### config.mk
export PLATFORM = sky130hd
export DESIGN_NAME = lfsr_fifo_feeder
export DESIGN_NICKNAME = d
export VERILOG_FILES = /design/src/rtl/fifo_lab_pkg.sv /design/src/rtl/lfsr_fifo_feeder_edge_sync_pulse.sv /design/src/rtl/lfsr_fifo_feeder.sv
export SDC_FILE = /design/constraint.sdc
export NUM_CORES = 1
export LEC_CHECK = 0
export BUFFER_PORTS_ARGS = -buffer_cell sky130_fd_sc_hd__buf_2
export CORE_MARGIN = 2
export CORE_UTILIZATION = 45
export DETAILED_ROUTE_END_ITERATION = 16
export PLACE_DENSITY = 0.69
export SETUP_SLACK_MARGIN = 0.1
export SLEW_MARGIN = 20
export SYNTH_ARGS = -nofsm -noshare
export SYNTH_HDL_FRONTEND = slang
export SYNTH_SLANG_ARGS = --single-unit
### constraint.sdc
create_clock -name clock -period 2.2 [get_ports clock]
set_input_delay 0.33 -clock clock [delete_from_list [all_inputs] [get_ports clock]]
set_output_delay 0.33 -clock clock [all_outputs]
set_load 0.01 [all_outputs]
### src/rtl/fifo_lab_pkg.sv
// Shared types and constants for the FIFO lab write-side blocks.
//   state_e      : feeder FSM states
//   word_t       : 16-bit data word
//   LFSR_TAPS    : tap mask for x^16+x^14+x^13+x^11+1 (bits 15,13,12,10)
//   FIFO_DEPTH   : depth of the downstream FIFO
//   DEFAULT_SEED : LFSR reset/reload value
package fifo_lab_pkg;

   typedef enum logic [1:0] {IDLE, RUN, STALL, DONE} state_e;

   typedef logic [15:0] word_t;

   localparam word_t LFSR_TAPS    = 16'hB400;
   localparam int    FIFO_DEPTH   = 32;
   localparam word_t DEFAULT_SEED = 16'h0001;

endpackage

### src/rtl/lfsr_fifo_feeder_edge_sync_pulse.sv
// edge_sync_pulse: STAGES-flop synchroniser followed by a rising-edge
// detector. STAGES=0 skips synchronisation and only detects the edge.
// Ports:
//   clock   : system clock
//   reset   : asynchronous, active-low
//   d_i     : input level
//   pulse_o : one-cycle pulse on a rising edge of the (synchronised) level
module edge_sync_pulse #(
   parameter int STAGES = 2
) (
   input  logic clock,
   input  logic reset,
   input  logic d_i,
   output logic pulse_o
);

   logic synced;
   logic prev_q;

   generate
      if (STAGES == 0) begin : g_direct
         assign synced = d_i;
      end else begin : g_sync
         logic [STAGES-1:0] sync_q;

         always_ff @(posedge clock or negedge reset) begin
            if (!reset) begin
               sync_q <= '0;
            end else begin
               sync_q[0] <= d_i;
               for (int i = 1; i < STAGES; i++) begin
                  sync_q[i] <= sync_q[i-1];
               end
            end
         end

         assign synced = sync_q[STAGES-1];
      end
   endgenerate

   always_ff @(posedge clock or negedge reset) begin
      if (!reset) prev_q <= 1'b0;
      else        prev_q <= synced;
   end

   assign pulse_o = synced & ~prev_q;

endmodule

### src/rtl/lfsr_fifo_feeder.sv
// lfsr_fifo_feeder: write-side stage for the 32-entry FIFO. Pushes one
// Fibonacci-LFSR word per synchronised write tick while a burst runs,
// honouring fifo_full, enable, seed reload and a fixed burst length.
// Ports:
//   clock, reset  : system clock, asynchronous active-low reset
//   tick_in       : slow write tick, asynchronous to clock
//   start         : level, rising edge starts a burst
//   enable        : 0 freezes LFSR and pushes
//   seed_load     : active-low synchronous reload of SEED, aborts burst
//   fifo_full     : FIFO full flag
//   wr_en/wr_data : one-cycle push strobe and pushed word
//   lfsr_q        : current LFSR state
//   busy/done     : burst running (RUN/STALL) / burst complete (DONE)
//   wr_count      : words pushed in the current burst
// Optional build macro LFSR_FEEDER_PARITY_EN adds:
//   wr_parity     : XOR-reduce of wr_data, registered with wr_en
//   parity_err    : sticky flag, set if lfsr_q is ever all-zero
//
// state | meaning
// IDLE  | no burst; waiting for start edge
// RUN   | burst active, one push per tick
// STALL | tick hit a full FIFO; wait for space, then RUN
// DONE  | BURST_LEN words pushed; waiting for next start edge
module lfsr_fifo_feeder
   import fifo_lab_pkg::*;
#(
   parameter int               WIDTH       = 16,
   parameter logic [WIDTH-1:0] SEED        = DEFAULT_SEED,
   parameter int               BURST_LEN   = 32,
   parameter int               SYNC_STAGES = 2
) (
   input  logic             clock,
   input  logic             reset,
   input  logic             tick_in,
   input  logic             start,
   input  logic             enable,
   input  logic             seed_load,
   input  logic             fifo_full,
   output logic             wr_en,
   output logic [WIDTH-1:0] wr_data,
   output logic [WIDTH-1:0] lfsr_q,
   output logic             busy,
   output logic             done,
   output logic [5:0]       wr_count
`ifdef LFSR_FEEDER_PARITY_EN
   ,
   output logic             wr_parity,
   output logic             parity_err
`endif
);

   localparam logic [WIDTH-1:0] TAPS  = WIDTH'(LFSR_TAPS);
   localparam logic [5:0]       BURST = 6'(BURST_LEN);

   logic tick_p;
   logic start_p;

   state_e           state_q, state_d;
   logic [WIDTH-1:0] lfsr_d;
   logic [WIDTH-1:0] wr_data_q, wr_data_d;
   logic             wr_en_q, wr_en_d;
   logic [5:0]       count_q, count_d;
   logic             push;

   edge_sync_pulse #(.STAGES(SYNC_STAGES)) u_tick_sync (
      .clock   (clock),
      .reset   (reset),
      .d_i     (tick_in),
      .pulse_o (tick_p)
   );

   edge_sync_pulse #(.STAGES(0)) u_start_edge (
      .clock   (clock),
      .reset   (reset),
      .d_i     (start),
      .pulse_o (start_p)
   );

   always_comb begin
      state_d   = state_q;
      lfsr_d    = lfsr_q;
      count_d   = count_q;
      wr_en_d   = 1'b0;
      wr_data_d = wr_data_q;
      push      = 1'b0;

      case (state_q)
         IDLE, DONE: begin
            if (start_p) begin
               state_d = RUN;
               count_d = '0;
            end
         end
         RUN: begin
            if (tick_p) begin
               if (fifo_full)   state_d = STALL;
               else if (enable) push    = 1'b1;
            end
         end
         STALL: begin
            // Ticks seen here are dropped on purpose; only a fresh tick in
            // RUN pushes.
            if (!fifo_full) state_d = RUN;
         end
         default: state_d = IDLE;
      endcase

      if (push) begin
         wr_en_d   = 1'b1;
         wr_data_d = lfsr_q;
         lfsr_d    = {lfsr_q[WIDTH-2:0], ^(lfsr_q & TAPS)};
         if (count_q != BURST) count_d = count_q + 6'd1;
         if (count_q + 6'd1 == BURST) state_d = DONE;
      end

      // All-zero is a lock-up state of the LFSR; recover from it.
      if (lfsr_q == '0) lfsr_d = SEED;

      if (!seed_load) begin
         state_d = IDLE;
         lfsr_d  = SEED;
         count_d = '0;
         wr_en_d = 1'b0;
      end
   end

   always_ff @(posedge clock or negedge reset) begin
      if (!reset) begin
         state_q   <= IDLE;
         lfsr_q    <= SEED;
         count_q   <= '0;
         wr_en_q   <= 1'b0;
         wr_data_q <= '0;
      end else begin
         state_q   <= state_d;
         lfsr_q    <= lfsr_d;
         count_q   <= count_d;
         wr_en_q   <= wr_en_d;
         wr_data_q <= wr_data_d;
      end
   end

   assign wr_en    = wr_en_q;
   assign wr_data  = wr_data_q;
   assign wr_count = count_q;
   assign busy     = (state_q == RUN) || (state_q == STALL);
   assign done     = (state_q == DONE);

`ifdef LFSR_FEEDER_PARITY_EN
   logic parity_q;
   logic perr_q;

   always_ff @(posedge clock or negedge reset) begin
      if (!reset) begin
         parity_q <= 1'b0;
         perr_q   <= 1'b0;
      end else begin
         if (push && seed_load) parity_q <= ^lfsr_q;
         if (!seed_load)          perr_q <= 1'b0;
         else if (lfsr_q == '0)   perr_q <= 1'b1;
      end
   end

   assign wr_parity  = parity_q;
   assign parity_err = perr_q;
`endif

endmodule

---- After elaboration in Yosys (flattened, before gate mapping) ----
Cells that the tools add are included.
word-level totals
  bits in registers ....................... 45
  input port bits ......................... 7
  output and inout bits ................... 41
  word-level logic and storage cells ...... 46
cells by class
  add/subtract/negate cells ............... 1
  equal/unequal tests ..................... 6
  multiplexer cells ....................... 22
  bitwise operators ....................... 4
  reduce and logical (&&, ||, !) cells .... 5
operator list
  cell                   count
  $mux W16               3
  $mux W6                5
  $logic_not A16 Y1      1
  $reduce_xor A16 Y1     1
  $mux W2                7
  $add A6 B1 Y6 const B  1
  $eq A6 B6 Y1 const B   1
  $mux W1                6
  $ne A6 B6 Y1 const B   1
  $pmux W2 S3            1
  $eq A2 B2 Y1 const B   2
  $ne A3 B1 Y1 const B   1
  $and A1 B1 Y1          2
  $eq A2 B1 Y1 const B   1
  $logic_not A2 Y1       1
  $not A1 Y1             2
  $reduce_or A2 Y1       1
  $logic_or A1 B1 Y1     1

---- Longest topological paths before layout ----
Gate-level depths: netlist of run 1.
  depth after elaboration ................. 7
  gate-level depth with buffers ........... 8
  gate-level depth less buffers ........... 6

---- By module ----
A second synthesis of run 1 with hierarchy kept.
unflattened totals
  cell total of the unflattened synthesis .. 203
  area total of the unflattened synthesis .. 1999.4 um^2
by module, submodules not included
  module                           times used  cells an instance  area an instance (um^2)  sequential area each (um^2)
  lfsr_fifo_feeder                 1           197                1871.8                   1027.2
  edge_sync_pulse at u_tick_sync   1           4                  88.8                     75.1
  edge_sync_pulse at u_start_edge  1           2                  38.8                     25.0

---- Worst setup path before layout of run 1 ----
OpenSTA, ideal clock, no wires.
  path kind ............................... register -> register
  start point ............................. register state_q[1]
  end point ............................... register count_q[5], in the netlist wr_count[5]
  setup time .............................. 120 ps
  data arrival time ....................... 1533 ps
  required time ........................... 2080 ps
  path slack .............................. 547 ps
  cell stages (with the launch flop) ...... 8
  buffers on the path ..................... 1
  period minus slack after synthesis ...... 1653 ps
  path through ............................ dfrtp_1 -> inv_1 -> ha_1 -> and4bb_2 -> nand2_2 -> buf_6 -> o31a_1 -> o211a_1
between the ends
  longest elaborated chain between the ends .. 6
  elaborated cells between the ends (all ways) .. 9
  those cells by class .................... 2 x eq/ne; 5 x mux; 2 x reduce/logical
ends and longest elaborated chain
  what                                              RTL line                 RTL
  from (decl)                                       lfsr_fifo_feeder.sv:58   state_e state_q, state_d;
  from (signal assigned)                            lfsr_fifo_feeder.sv:135  state_q <= state_d;
  $eq A2 B2 Y1 or $logic_not A2 Y1 (tied branches)  lfsr_fifo_feeder.sv:87   case (state_q)
  $reduce_or A2 Y1                                  lfsr_fifo_feeder.sv:87
  $mux W6                                           lfsr_fifo_feeder.sv:87
  $mux W6                                           lfsr_fifo_feeder.sv:112  if (count_q != BURST) count_d = count_q + 6'd1;
  $mux W6 (*)                                       lfsr_fifo_feeder.sv:108  if (push) begin
  $mux W6 (*)                                       lfsr_fifo_feeder.sv:119  if (!seed_load) begin
  via count_d[5]                                    lfsr_fifo_feeder.sv:62   logic [5:0] count_q, count_d;
  to (signal assigned)                              lfsr_fifo_feeder.sv:137  count_q <= count_d;
  to (decl)                                         lfsr_fifo_feeder.sv:62
Mark *: on every way through the listed nets, which the timed path passes. The rest lies on a longest branch.
A chain may end at the register's enable or synchronous reset.

---- Worst setup path after layout of run 1 ----
  start point ............................. register state_q[0]
  end point ............................... register lfsr_q[7]
between the ends
  longest elaborated chain between the ends .. 3
ends and longest elaborated chain
  what                           RTL line                 RTL
  $eq A2 B1 Y1                   lfsr_fifo_feeder.sv:87
  $mux W1                        lfsr_fifo_feeder.sv:87
  $ne A3 B1 Y1 (no source line)  n/a
  to (signal assigned)           lfsr_fifo_feeder.sv:136  lfsr_q <= lfsr_d;
  to (decl)                      lfsr_fifo_feeder.sv:41   output logic [WIDTH-1:0] lfsr_q,
Every way passes these cells.

==> results of run 1 <==
[cells in the mapped netlist, drive strengths merged]
library cell / n / share of area
a21o: 1 / 0.0038
o31a: 1 / 0.0044
o2111ai: 1 / 0.0044
o211ai: 1 / 0.011
o31ai: 2 / 0.0075
mux2i: 1 / 0.0050
xnor2: 2 / 0.0088
inv: 8 / 0.015
or3b: 1 / 0.0057
a31oi: 2 / 0.0063
and3b: 1 / 0.0044
nor2: 6 / 0.011
a221o: 1 / 0.0050
nor4: 3 / 0.0094
buf: 7 / 0.022
nor4b: 1 / 0.0044
o22ai: 1 / 0.0031
nand3b: 4 / 0.015
nand4: 1 / 0.0031
or3: 1 / 0.0031
ha: 6 / 0.038
a21oi: 19 / 0.048
nand3: 4 / 0.010
dfrtp: 44 / 0.55
nand2: 71 / 0.14
dfstp: 1 / 0.013
o211a: 1 / 0.0050
mux2: 1 / 0.0057
a311oi: 1 / 0.0075
nor3: 2 / 0.0050
nor2b: 1 / 0.0031
and4bb: 1 / 0.0063
nand2b: 2 / 0.0063
a41o: 1 / 0.0050
and2: 2 / 0.0063
[registers in the layout, summed over array words and instances (netlist names)]
name,flops
u_start_edge.prev_q,1
wr_data,16
lfsr_q,16
state_q,2
wr_count,6
u_tick_sync.g_sync.sync_q,2
u_tick_sync.prev_q,1
wr_en,1
[metrics by stage]
stage	worst slack (ps)	std cells	util
2_1_floorplan	547	203	-
3_5_place_dp	391	299	0.530
5_1_grt	158	307	0.551
6_report	336	307	0.551
4_1_cts	340	307	0.551
3_3_place_gp	430	299	0.530
[cell usage in the layout (no fill, tap or decap), types with 2 or more instances in the layout]
cell / Yosys / final
xnor2_1: 2 / 2
and2_1: 2 / 2
ha_1: 6 / 6
a31oi_1: 2 / 2
clkbuf_8: 0 / 6
buf_2: 5 / 47
o31ai_1: 2 / 2
dfrtp_1: 44 / 44
buf_4: 1 / 4
nand3b_1: 4 / 4
nor3_1: 2 / 2
nand3_1: 4 / 4
a21oi_1: 19 / 19
nor4_1: 3 / 3
nor2_1: 6 / 6
nand2b_1: 2 / 2
nand2_1: 70 / 70
inv_1: 8 / 8
clkbuf_1: 0 / 2
[path summary, 6_finish.rpt]
kind	cells past startpoint	startpoint	slack [ps]	endpoint
hold / removal	2	reset	110	wr_en$_DFF_PN0_
max in group asynchronous	2	reset	1710	wr_data[12]$_DFFE_PN0P_
min in group clock	1	tick_in	140	u_tick_sync.g_sync.sync_q[0]$_DFF_PN0_
hold reg to reg	0	u_tick_sync.g_sync.sync_q[0]$_DFF_PN0_	350	u_tick_sync.g_sync.sync_q[1]$_DFF_PN0_
setup reg to reg	6	state_q[0]$_DFF_PN0_	340	lfsr_q[7]$_DFFE_PN0P_
setup / recovery	6	state_q[0]$_DFF_PN0_	340	lfsr_q[7]$_DFFE_PN0P_
[cell type report]
class	instances	area share
repair buffers	51	0.112
flip-flops and latches	45	0.476
multi-input cells	143	0.334
inverters	8	0.0127
clock buffers	8	0.0381
well taps	52	0.0275
[worst max-delay path, cell delays in order (launching register included)]
cell	delay (ps)
dfrtp_1	440
ha_1	250
and4bb_2	270
nand2_2	260
buf_4	320
nand2_1	80
a21oi_1	170
[power by group through the flow]
| stage | sequential [uW] | clock (uW) | combinational, uW |
|---|---|---|---|
| global placement | 860 | 0 | 80.5 |
| finish | 844 | 519 | 78.7 |
| CTS | 844 | 534 | 80.3 |
| detailed placement | 860 | 0 | 79.9 |
| floorplan | 862 | 0 | 35.0 |
| global route | 846 | 575 | 88.7 |
[cells by family (layout without fill, tap and decap cells)]
logic type | after synthesis | in the layout | share of synthesized area
adders and majority gates | 6 | 6 | 0.0377
and+or+nand+nor | 101 | 101 | 0.229
xor gates and xnor gates | 2 | 2 | 0.00880
DFF | 45 | 45 | 0.566
AOI/OAI and AO/OA | 32 | 32 | 0.111
muxes | 2 | 2 | 0.0107
buffers and inverters | 15 | 67 | 0.0371
[routing by layer]
metal | share of wire | vias to the layer above
met1 | 0.49 | 734
met3 | 0.054 | 5
li1 | - | 780
met5 | 0 | -
met4 | 0.016 | 0
met2 | 0.44 | 42
==> run_results.csv, run 1 <==
group,metric,value,unit
power_and_ir_drop,total_switching_power,322,uW
setup_path,crit_fanout,23,
global_route,top_usage_layer,"met2",
global_route,grt_use_met2,0.264,
clock_network,cts_hold_buffers,0,
global_route,grt_pass1_wl,7030,um
power_and_ir_drop,vdd_ir_drop_max,0.347,mV
logic_synthesis,synth_cell_type_count,38,
sta,finalSetupViolCount,0,
power_and_ir_drop,pwr-share-seq,0.586,
placed_design,dpl_cell_area,2280,sq um
detailed_routing,drtIter0Drc,136,
final_layout,final-seq-area,1130,sq um
global_route,use_met1,0.263,
clock_network,cts_buffers,5,
global_route,grt_max_degree,46,
floorplanning,die_h,70.5,um
clock_network,cts_resized,0,
clock_network,postCtsSetupBuffers,0,
detailed_routing,drtAntennaViolNets,0,
floorplanning,core_region_area,4290,sq um
clock_network,cts_tree,"done",
logic_synthesis,syn_area,1990,sq um
clock_network,clk_latency,290,ps
setup_path,crit_type,"reg -> reg",
clock_network,htree_levels,2,
floorplanning,ioPinCount,48,
power_and_ir_drop,combPwrFrac,0.055,
global_route,grt-ovfl-total,0,
logic_synthesis,yosys_warnings,0,
sta,hold_slack,108,ps
logic_synthesis,synthCells,203,
global_route,grt_pass1_vias,1463,
sta,skew,4.44,ps
sta,worstMarginPinSlew,559,ps
setup_path,required,2410,ps
final_layout,multiInputGateArea,790,sq um
power_and_ir_drop,finalPower,1440,uW
floorplanning,row_count,24,
setup_path,start_kind,"flop",
logic_synthesis,yosysSeqAreaShare,0.566,
status,status,"finished, final reports clean",
logic_synthesis,synth-seq-cells,45,
logic_synthesis,syn_avg_cell_area,9.81,sq um
detailed_routing,avgViaCountPerCell,5.08,
floorplanning,initial_core_util,0.464,
global_route,antenna_found_initial,0,
clock_network,root_buffer,"clkbuf_8",
power_and_ir_drop,power.share.clock,0.360,
sta,rsz0062_at_grt,"false",
placed_design,numPortBuffers,47,
final_layout,fin_nets,267,
detailed_routing,vias,1561,
worst_hold_path,hold_path_class,"in -> async",
power_and_ir_drop,p_leak,0.00130,uW
sta,fmaxAchievable,536,MHz
clock_network,clock_sinks,45,
sta,fin_crit,1860,ps
floorplanning,die_w,70.5,um
detailed_routing,wl,4060,um
power_and_ir_drop,p_int,1120,uW
setup_path,end_kind,"flop",
floorplanning,dieArea,4970,sq um
final_layout,fillers,397,
detailed_routing,drtPass1Iterations,4,
detailed_routing,avgRoutedWirePerCell,13.2,um
placed_design,gp_congestion,0.778,
final_layout,syn2layout_area_growth,18.9,%
flow_run,cap_violations,0,
sta,fin_crit_sh,0.847,
sta,setup_tns,0,ps
power_and_ir_drop,p_per_area,609,nW/um^2
clock_network,clk_path_buf_depth,2,
sta,hold_viol,0,
setup_path,arrival,2080,ps
logic_synthesis,syn_nets,216,
clock_network,cts.clk_slew.worst_paths,80,ps
sta,drv_slew,0,
final_layout,n_antenna_cell,0,
power_and_ir_drop,power.share.switching,0.224,
global_route,grt.met3_usage,0.0505,
final_layout,fin_area,2370,sq um
sta,slew_headroom,0.627,
global_route,grt_util_all_layers,0.181,
final_layout,drive_gt1_frac,0.251,
placed_design,place_hpwl,2880,um
detailed_routing,drcViolationCount,0,
No activity file was read; power rests on OpenSTA's default activity.
==> inputs of run 2 (changes only) <==
--- a/config.mk
+++ b/config.mk
@@ -9,7 +9,7 @@
 export CORE_MARGIN = 2
 export CORE_UTILIZATION = 45
 export DETAILED_ROUTE_END_ITERATION = 16
-export PLACE_DENSITY = 0.69
+export PLACE_DENSITY = 0.72
 export SETUP_SLACK_MARGIN = 0.1
 export SLEW_MARGIN = 20
 export SYNTH_ARGS = -nofsm -noshare
==> constraint.sdc (replaced) <==
create_clock -name clock -period 1.7 [get_ports clock]
set_input_delay 0.255 -clock clock [delete_from_list [all_inputs] [get_ports clock]]
set_output_delay 0.255 -clock clock [all_outputs]
set_load 0.01 [all_outputs]
==> run 2 against run 1 <==
Effect of this change: critical path depth grew 1; count of clock-buffer cells in the layout fell by 3; register-to-register slack lost 180 ps; global-route usage up 1.2 points; setup slack worse by 180 ps; flip-flop and latch count unchanged; power increased by 42%; sequential share of layout area is 6.0 points lower; fmax grew 21%; largest power group unchanged.
==> run_results.csv, run 2 (synthesis gave the netlist of run 1 again) <==
group,metric,value,unit
sta,worstMarginPinSlew,308,ps
final_layout,fillers,358,
global_route,grt_util_all_layers,0.193,
detailed_routing,wl,4740,um
flow_run,cap_violations,0,
detailed_routing,avgRoutedWirePerCell,14.8,um
sta,fin_ws,158,ps
final_layout,fin_area,2710,sq um
detailed_routing,drtIter0Drc,124,
placed_design,dpl_cell_area,2330,sq um
setup_path,cpPeakStageDelay,400,ps
sta,drv_slew,0,
status,status,"finished, final reports clean",
final_layout,syn2layout_area_growth,36.3,%
sta,slew_headroom,0.794,
clock_network,clk_path_buf_depth,2,
power_and_ir_drop,p_per_area,754,nW/um^2
final_layout,final_common_cell,"nand2_1",
floorplanning,core_region_area,4290,sq um
setup_path,reg2reg_from,"state_q[1]$_DFF_PN0_",
setup_path,required,1940,ps
clock_network,clk_latency,300,ps
detailed_routing,drcViolationCount,0,
global_route,grt_pass1_wl,7490,um
clock_network,clock_sinks,45,
placed_design,numPortBuffers,47,
final_layout,n_antenna_cell,0,
detailed_routing,avgViaCountPerCell,5.31,
worst_hold_path,whs_path_depth,1,
placed_design,gp_congestion,0.795,
sta,setup_tns,0,ps
global_route,grt_pass1_vias,1565,
detailed_routing,drtPass1Iterations,4,
setup_path,crit_family,"simple AND/OR/NAND/NOR gates",
floorplanning,dieArea,4970,sq um
setup_path,reg2reg_to,"lfsr_q[7]$_DFFE_PN0P_",
placed_design,place_hpwl,3050,um
final_layout,final_cell_mix,"nand2_1 (58), buf_2 (46), dfrtp_1 (42)",
worst_hold_path,min-delay-start,"tick_in",
setup_path,crit_fanout,7,
sta,hold_viol,0,
global_route,grt_max_degree,29,
worst_hold_path,hold_path_class,"in -> reg",
clock_network,cts.clk_slew.worst_paths,90,ps
global_route,grt-ovfl-total,0,
clock_network,root_buffer,"clkbuf_8",
final_layout,fin_util,0.632,
worst_hold_path,hold_end,"u_tick_sync.g_sync.sync_q[0]$_DFF_PN0_",
floorplanning,row_count,24,
setup_path,crit_type,"reg -> reg",
power_and_ir_drop,p_leak,0.00152,uW
detailed_routing,vias,1704,
detailed_routing,drtAntennaViolNets,0,
setup_path,arrival,1780,ps
clock_network,cts_tree,"done",
setup_path,crit_buf_inv,2,
placed_design,place_inst,306,
sta,skew,8.40,ps
floorplanning,ioPinCount,48,
clock_network,htree_levels,2,
sta,finalSetupViolCount,0,
setup_path,end_kind,"flop",
floorplanning,initial_core_util,0.464,
setup_path,ff2ff_path_depth,7,
final_layout,drive_gt1_frac,0.424,
floorplanning,die_h,70.5,um
setup_path,reg2reg_slack,160,ps
final_layout,instances_no_fill,321,
sta,fin_crit_sh,0.907,
setup_path,worstPathCellList,"inv_2, ha_4, and4bb_4, and2_4, buf_12, nand2_2, a21oi_2",
setup_path,crit_slowest_cell,"dfrtp_1",
global_route,antenna_found_initial,0,
clock_network,cts_buffers,5,
setup_path,start_kind,"flop",
final_layout,fin_nets,281,
placed_design,dp_worst_setup_slack,41.4,ps
sta,fmaxAchievable,649,MHz
sta,fin_crit,1540,ps
power_and_ir_drop,vdd_ir_drop_max,0.531,mV
floorplanning,die_w,70.5,um
sta,rsz0062_at_grt,"true",
run 2: changes by cell type in the layout (fill, tap and decap cells not counted), moves of 4 or more:
cell,delta
a21oi_1,-14
a21oi_2,+14
nand2_1,-12
buf_4,+8
nand2_4,+8
buf_6,+4
nand2_2,+4
run 2: repair_timing:
action                                  4_1_cts  5_1_grt
pin swaps                                     3       15
buffers inserted                              2        3
gates cloned                                  0        1
resized for setup                             5       51
endpoints found under the hold margin        44        0
hold buffers                                  1        0
endpoints found under the setup margin       21       30
run 2: layout make-up:
class                   count  area [sq um]  share of cell area
inverters                   8          30.0              0.0111
well taps                  52          65.1              0.0240
clock buffers               5          68.8              0.0254
repair buffers             65           410               0.151
multi-input cells         143           965               0.356
clock inverters             3          43.8              0.0161
flip-flops and latches     45          1130               0.417
run 2: worst max-delay path by stage:
stage                              start                     end  slack, ps  cells past startpoint
floorplan           state_q[1]$_DFF_PN0_   wr_count[5]$_DFF_PN0_         60                      7
global placement    state_q[0]$_DFF_PN0_  lfsr_q[15]$_DFFE_PN0P_        100                      6
detailed placement  state_q[1]$_DFF_PN0_  lfsr_q[10]$_DFFE_PN0P_         40                      7
CTS                 state_q[1]$_DFF_PN0_  lfsr_q[13]$_DFFE_PN0P_        110                      7
global route        state_q[1]$_DFF_PN0_    state_q[1]$_DFF_PN0_         60                      6
finish              state_q[1]$_DFF_PN0_   lfsr_q[7]$_DFFE_PN0P_        160                      7
run 2: routing by layer:
metal  global-route usage  share of wire
met1                0.275           0.44
met2                0.287           0.48
met3               0.0476          0.057
met4               0.0705          0.021
met5                    0              0
run 2: power by group:
group	internal, uW	switching, uW
combinational	55.4	81.9
sequential	1080	10.6
clock	440	374
total	1580	466
run 2: metrics by stage:
| stage | hold WS, ps | power [uW] |
|---|---|---|
| after global routing | 36.3 | 2130 |
| after detailed placement | 259 | 1220 |
| after floorplan | -40.6 | 1160 |
| after CTS | 48.9 | 2050 |
| final | 57.6 | 2050 |
| after global placement | 265 | 1220 |
